==> config.mk <==
export PLATFORM = sky130hd
export DESIGN_NAME = vote_tally_seq
export DESIGN_NICKNAME = d
export VERILOG_FILES = /design/src/rtl/vote_pkg.sv /design/src/rtl/vote_tally_seq_popcount.sv /design/src/rtl/vote_tally_seq.sv
export SDC_FILE = /design/constraint.sdc
export NUM_CORES = 1
export LEC_CHECK = 0
export BUFFER_PORTS_ARGS = -buffer_cell sky130_fd_sc_hd__buf_2
export CAP_MARGIN = 20
export CORE_MARGIN = 2
export CORE_UTILIZATION = 53
export DETAILED_ROUTE_END_ITERATION = 16
export PLACE_DENSITY = 0.8
export SYNTH_ARGS = -nofsm -noshare
export SYNTH_HDL_FRONTEND = slang
export SYNTH_SLANG_ARGS = --single-unit
==> constraint.sdc <==
create_clock -name clk -period 5.5 [get_ports clk]
set_clock_uncertainty 0.2 [all_clocks]
set_input_delay 0.55 -clock clk [delete_from_list [all_inputs] [get_ports clk]]
set_output_delay 0.55 -clock clk [all_outputs]
set_load 0.005 [all_outputs]
==> src/rtl/vote_pkg.sv <==
// rtl/vote_pkg.sv - shared state type and arithmetic helpers for the vote tally block
package vote_pkg;

  typedef enum logic [1:0] {
    IDLE  = 2'd0,
    OPEN  = 2'd1,
    DRAIN = 2'd2,
    DONE  = 2'd3
  } state_e;

  // Width needed to hold a yes-count of 0..n.
  function automatic int pc_width(input int n);
    return $clog2(n + 1);
  endfunction

  // Add two unsigned values and clamp the result at max_v (which is all-ones in the caller's width).
  function automatic logic [31:0] sat_add(input logic [31:0] a, input logic [31:0] b,
                                          input logic [31:0] max_v);
    logic [32:0] s;
    s = {1'b0, a} + {1'b0, b};
    if (s > {1'b0, max_v}) begin
      return max_v;
    end
    return s[31:0];
  endfunction

endpackage

==> src/rtl/vote_tally_seq_popcount.sv <==
// rtl/vote_tally_seq_popcount.sv - combinational ballot popcount with one-hot count output
module popcount_onehot
  import vote_pkg::*;
#(
  parameter  int N  = 8,
  localparam int PW = pc_width(N)
) (
  input  logic [N-1:0]  vec,
  output logic [PW-1:0] count,
  output logic [N:0]    onehot
);

  localparam int OW = N + 1;

  // Count the set bits, then turn the count into a single bit at position count.
  always_comb begin
    count = '0;
    for (int i = 0; i < N; i++) begin
      count = count + PW'(vec[i]);
    end
    onehot = OW'(1) << count;
  end

endmodule

==> src/rtl/vote_tally_seq.sv <==
// rtl/vote_tally_seq.sv - session-based ballot tally with per-ballot one-hot count and final result
module vote_tally_seq
  import vote_pkg::*;
#(
  parameter int N_VOTERS   = 8,
  parameter int TOT_W      = 16,
  parameter int RND_W      = 8,
  parameter int MAX_ROUNDS = 200
) (
  input  logic                clk,
  input  logic                rst,
  input  logic                start,
  input  logic                vote_valid,
  output logic                vote_ready,
  input  logic [N_VOTERS-1:0] vote,
  input  logic                close,
  output logic [N_VOTERS:0]   count_onehot,
  output logic                count_valid,
  output logic [TOT_W-1:0]    yes_total,
  output logic [TOT_W-1:0]    no_total,
  output logic [RND_W-1:0]    rounds,
  output logic                saturated,
  output logic                done,
  output logic                majority,
  output logic                tie
);

  localparam int               PW        = pc_width(N_VOTERS);
  localparam logic [31:0]      TOT_MAX32 = 32'({TOT_W{1'b1}});
  localparam logic [TOT_W-1:0] TOT_MAX   = '1;
  localparam logic [PW-1:0]    N_P       = PW'(N_VOTERS);
  localparam logic [RND_W-1:0] LAST_RND  = RND_W'(MAX_ROUNDS - 1);

  state_e              state_q, state_d;
  logic [N_VOTERS:0]   count_onehot_q, count_onehot_d;
  logic                count_valid_q, count_valid_d;
  logic [PW-1:0]       p_q, p_d;
  logic [RND_W-1:0]    rounds_q, rounds_d;
  logic [TOT_W-1:0]    yes_q, yes_d, no_q, no_d;
  logic [TOT_W-1:0]    yes_sum, no_sum;
  logic                sat_q, sat_d;
  logic                majority_q, majority_d;
  logic                tie_q, tie_d;

  logic [PW-1:0]       pc_count;
  logic [N_VOTERS:0]   pc_onehot;
  logic                accept;
  logic                session_clr;

  popcount_onehot #(.N(N_VOTERS)) u_popcount (
    .vec    (vote),
    .count  (pc_count),
    .onehot (pc_onehot)
  );

  assign accept      = vote_valid && (state_q == OPEN);
  assign session_clr = start && ((state_q == IDLE) || (state_q == DONE));

  // Session FSM: the final ballot or a close request sends OPEN through one drain cycle to DONE.
  always_comb begin
    state_d = state_q;
    unique case (state_q)
      IDLE:    if (start) state_d = OPEN;
      OPEN:    if (close || (accept && (rounds_q == LAST_RND))) state_d = DRAIN;
      DRAIN:   state_d = DONE;
      DONE:    if (start) state_d = OPEN;
      default: state_d = IDLE;
    endcase
  end

  // Stage 1 captures the ballot count; stage 2 folds it into the saturating totals.
  always_comb begin
    count_onehot_d = accept ? pc_onehot : count_onehot_q;
    count_valid_d  = accept;
    p_d            = accept ? pc_count : p_q;
    rounds_d       = rounds_q;
    yes_d          = yes_q;
    no_d           = no_q;
    sat_d          = sat_q;
    majority_d     = majority_q;
    tie_d          = tie_q;
    yes_sum        = TOT_W'(sat_add(32'(yes_q), 32'(p_q), TOT_MAX32));
    no_sum         = TOT_W'(sat_add(32'(no_q), 32'(N_P - p_q), TOT_MAX32));

    if (session_clr) begin
      rounds_d   = '0;
      yes_d      = '0;
      no_d       = '0;
      sat_d      = 1'b0;
      majority_d = 1'b0;
      tie_d      = 1'b0;
    end else begin
      if (accept) begin
        rounds_d = rounds_q + RND_W'(1);
      end
      if (count_valid_q) begin
        yes_d = yes_sum;
        no_d  = no_sum;
        if ((yes_sum == TOT_MAX) || (no_sum == TOT_MAX)) begin
          sat_d = 1'b1;
        end
      end
      // The last accumulate retires on the same edge DONE is entered, so judge the next totals.
      if (state_q == DRAIN) begin
        majority_d = (yes_d > no_d);
        tie_d      = (yes_d == no_d);
      end
    end
  end

  // All state registers; reset drops every tally at once.
  always_ff @(posedge clk or posedge rst) begin
    if (rst) begin
      state_q        <= IDLE;
      count_onehot_q <= '0;
      count_valid_q  <= 1'b0;
      p_q            <= '0;
      rounds_q       <= '0;
      yes_q          <= '0;
      no_q           <= '0;
      sat_q          <= 1'b0;
      majority_q     <= 1'b0;
      tie_q          <= 1'b0;
    end else begin
      state_q        <= state_d;
      count_onehot_q <= count_onehot_d;
      count_valid_q  <= count_valid_d;
      p_q            <= p_d;
      rounds_q       <= rounds_d;
      yes_q          <= yes_d;
      no_q           <= no_d;
      sat_q          <= sat_d;
      majority_q     <= majority_d;
      tie_q          <= tie_d;
    end
  end

  assign vote_ready   = (state_q == OPEN);
  assign done         = (state_q == DONE);
  assign count_onehot = count_onehot_q;
  assign count_valid  = count_valid_q;
  assign yes_total    = yes_q;
  assign no_total     = no_q;
  assign rounds       = rounds_q;
  assign saturated    = sat_q;
  assign majority     = majority_q;
  assign tie          = tie_q;

endmodule

==> key figures <==
STA
  • Fmax: just under 200 MHz
  • Setup TNS Final: 0 ns
  • RSZ-0062 raised after global routing: no
  • Fin crit period: 5.17 ns
  • Slew @ Worst Pin: ~0.85 ns
  • Slew headroom: 0.437
  • Fin. Hold Viols: 0
  • # setup viols final: 0
  • Final Cycle Share: 0.939
  • Final Slew Violations: 0

Floorplan
  • Top Ports: 68
  • Die W: between 90 and 100 um
  • Die footprint: approximately 0.0098 mm^2
  • Die Y: slightly below 100 um
  • Placeable Area: 0.00872 mm^2
  • Initial Util: 0.547
  • Row Count: 34

Worst setup path
  • CP Class: reg2reg
  • CP Launch Point: p_q[0]
  • Crit Path Max Fanout: 19
  • Startpoint type of the worst setup path: flop
  • FF-to-FF path depth: 23
  • Worst R2R End: majority
  • Worst flop-to-flop path startpoint: p_q[0]
  • Setup slack, reg-to-reg: around 0.33 ns
  • Worst Setup EP: majority
  • CP Capture Type: flop
  • Worst path required time: between 5 and 6 ns
  • Worst EP arrival: ~5.2 ns

CTS
  • Clk_lat worst skew: around 0.36 ns
  • Total clock sinks: 59
  • CTS tree: yes
  • CTS Buffer Depth: 2
  • Setup Buffers After CTS: 0
  • H-tree Lvls: 3
  • Root Driver: clkbuf_8
  • Worst-path clk slew: approximately 0.08 ns
  • CTS Buf Count: 9

Global route
  • Largest net degree at the start of global routing: 60
  • Vias in the first global route: around 4.2k
  • GRT Total Usage: 0.252
  • First-pass GRT wire length: 20.1 mm
  • Initial antenna violation count: 0
  • Congestion Overflow GR: 0

Yosys
  • Synth Net Count: just over 600
  • Seq/Total Area, Yosys: 0.310
  • Count of state elements after synthesis: a little under 60
  • Synth warn: 0
  • Synth Flop Type: dfrtp_1
  • Synth area leader: dfrtp_1
  • EDFF count, synth: 0
  • Library cells used by synthesis: 61
  • Top cells by area, synth: dfrtp_1 (31%), ha_1 (13%), o21ai_0 (4.1%), nand2_1 (3.8%), a21oi_1 (3.5%)
  • Async SR Flop Fraction: 1.00
  • Post-synth top area share: 0.310
  • Mean Syn Cell Area: about 8.7 um^2
  • Synthesized instance count: around 550
  • Mapped Area: between 0.004 and 0.005 mm^2

Route
  • WL met2: around 5.8 mm
  • # DRC: 0
  • WL met1: around 5.0 mm
  • 1st-pass router iterations: 5
  • WL/cell: between 15 and 20 um
  • Via density: 5.99
  • Final WL: between 10 and 15 mm
  • Initial DRC count: approximately 240
  • Via count: around 4.3k
  • Met3 Wirelength: ~720 um
  • Antenna-violating nets left: 0
  • DR top layer: met4

Place
  • Estimated wirelength of the detail-placed design: about 8.9 mm
  • Buffers on Ports: 67
  • Placed cells: 708
  • Routability cong.: between 0.8 and 0.9

Outcome
  • Status: complete, no violations

Layout
  • Area delta synth->final: 12.5%
  • Nets: approximately 680
  • Non-filler cells in the finished layout: 724
  • Number of diodes: 0
  • Fraction of layout cells with a size suffix above 1: 0.172
  • Fillers: ~750

Power and ir drop
  • Net Sw Frac: 0.471
  • Clk pwr share: 0.146
  • Power per cell area: 453 mW/mm^2
  • Combinational power share: 0.579
  • Int Pwr: 0.00129 W
  • Register share of total power: 0.275
  • Leak: approximately 2.6 nW
  • Maximum vdd drop: 282 uV
  • Switching power: 0.00115 W

Hold path
  • Hold crit path type: in2async

Job
  • Max-Cap Viols: 0
## cell families (layout without fill, tap and decap cells)
group | after synthesis | in the layout | synth area share
XOR/XNOR | 20 | 20 | 0.0367
buffers and inverters | 47 | 116 | 0.0435
multiplexers | 3 | 3 | 0.00682
AO/OA/AOI/OAI | 173 | 173 | 0.252
adder cells (fa/ha/maj) | 54 | 54 | 0.151
AND/OR/NAND/NOR | 191 | 191 | 0.201
flip-flops | 59 | 59 | 0.310
## registers in the layout (all words and copies together) (netlist names)
register,count
count_onehot,9
count_valid,1
state_q,2
majority,1
no_total,16
p_q,4
tie,1
rounds,8
saturated,1
yes_total,16
## cells in the final DEF, fill, tap and decap left out, types with 11 or more instances in the layout
master,instances
ha_1,48
dfrtp_1,57
buf_2,67
nor2_1,44
a21oi_1,33
a31o_1,13
nor2b_1,11
o21ai_0,39
a21o_1,12
xor2_1,11
o21a_1,12
and2_1,22
nand2_1,48
nand4_1,13
inv_1,26
nand3_1,14
## per-layer routing
metal / vias to the layer above / global-route usage
li1: 2134 / -
met1: 2046 / 0.314
met2: 140 / 0.433
met3: 18 / 0.0574
met4: 0 / 0.0843
met5: - / 0
## stage by stage
step	total power, W	util	area (um^2)	hold slack, ns	worst slack [ns]
floorplan	0.00169	-	4770	0.267	0.0874
CTS	0.00242	0.614	5350	0.218	0.328
global placement	0.00200	0.594	5180	0.257	0.507
global route	0.00265	0.615	5370	0.271	0.000582
finish	0.00243	0.615	5370	0.189	0.334
detailed placement	0.00206	0.594	5180	0.265	0.385
## power groups by stage
| stage | Clock (W) | Combinational, W | Sequential, W |
|---|---|---|---|
| final | 0.000356 | 0.00141 | 0.000668 |
| after global placement | 0 | 0.00134 | 0.000666 |
| after floorplan | 0 | 0.00105 | 0.000636 |
| after detailed placement | 0 | 0.00138 | 0.000673 |
| after CTS | 0.000361 | 0.00140 | 0.000666 |
| after global routing | 0.000377 | 0.00159 | 0.000686 |
## worst min path at each step
stage	from	to	cells past startpoint
global route	rst	count_onehot[1]	3
CTS	rst	count_onehot[6]	3
global placement	count_onehot[8]	count_onehot[8]	2
detailed placement	count_onehot[8]	count_onehot[8]	2
floorplan	count_onehot[8]	count_onehot[8]	2
finish	rst	count_onehot[1]	3
## worst max-delay path: stages (launching register included)
cell	delay (ns)
dfrtp_1	0.42
inv_1	0.06
ha_1	0.22
a21boi_1	0.19
buf_6	0.21
ha_1	0.33
a211o_1	0.33
o211ai_1	0.10
nand3_1	0.12
o211ai_1	0.17
a21oi_1	0.10
or2_2	0.28
ha_1	0.31
a311oi_4	0.32
a31o_2	0.21
ha_1	0.24
nor2b_1	0.14
o21a_1	0.16
o21a_1	0.16
o21a_1	0.16
o21ai_0	0.15
a211oi_1	0.09
o31ai_1	0.24
a21oi_1	0.10
## synthesized netlist by cell type (5+ instances only)
master	n
dfrtp_1	59
ha_1	48
nand2_1	48
nor2_1	44
o21ai_0	39
a21oi_1	33
inv_1	27
and2_1	22
clkbuf_1	14
nand3_1	14
a31o_1	13
nand4_1	13
a21o_1	12
o21a_1	12
nor2b_1	11
xor2_1	11
a31oi_1	10
xnor2_1	9
a311oi_1	8
a211oi_1	6
fa_1	6
nand2b_1	6
nor3_1	6
or3_1	6
a211o_1	5
o211ai_1	5
## final cells by class
| class | count | area [um^2] | area share |
|---|---|---|---|
| clock inverters | 7 | 52.6 | 0.00979 |
| inverters | 28 | 105 | 0.0196 |
| clock buffers | 9 | 124 | 0.0231 |
| multi-input cells | 441 | 3090 | 0.575 |
| flip-flops and latches | 59 | 1480 | 0.276 |
| repair buffers | 72 | 384 | 0.0716 |
| well taps | 108 | 135 | 0.0252 |
## what timing repair did
action | in CTS | in global routing
hold buffers | 0 | 0
endpoints found under the setup margin | 0 | 1
resized for setup | 0 | 4
(Power assumes the default switching activity.)
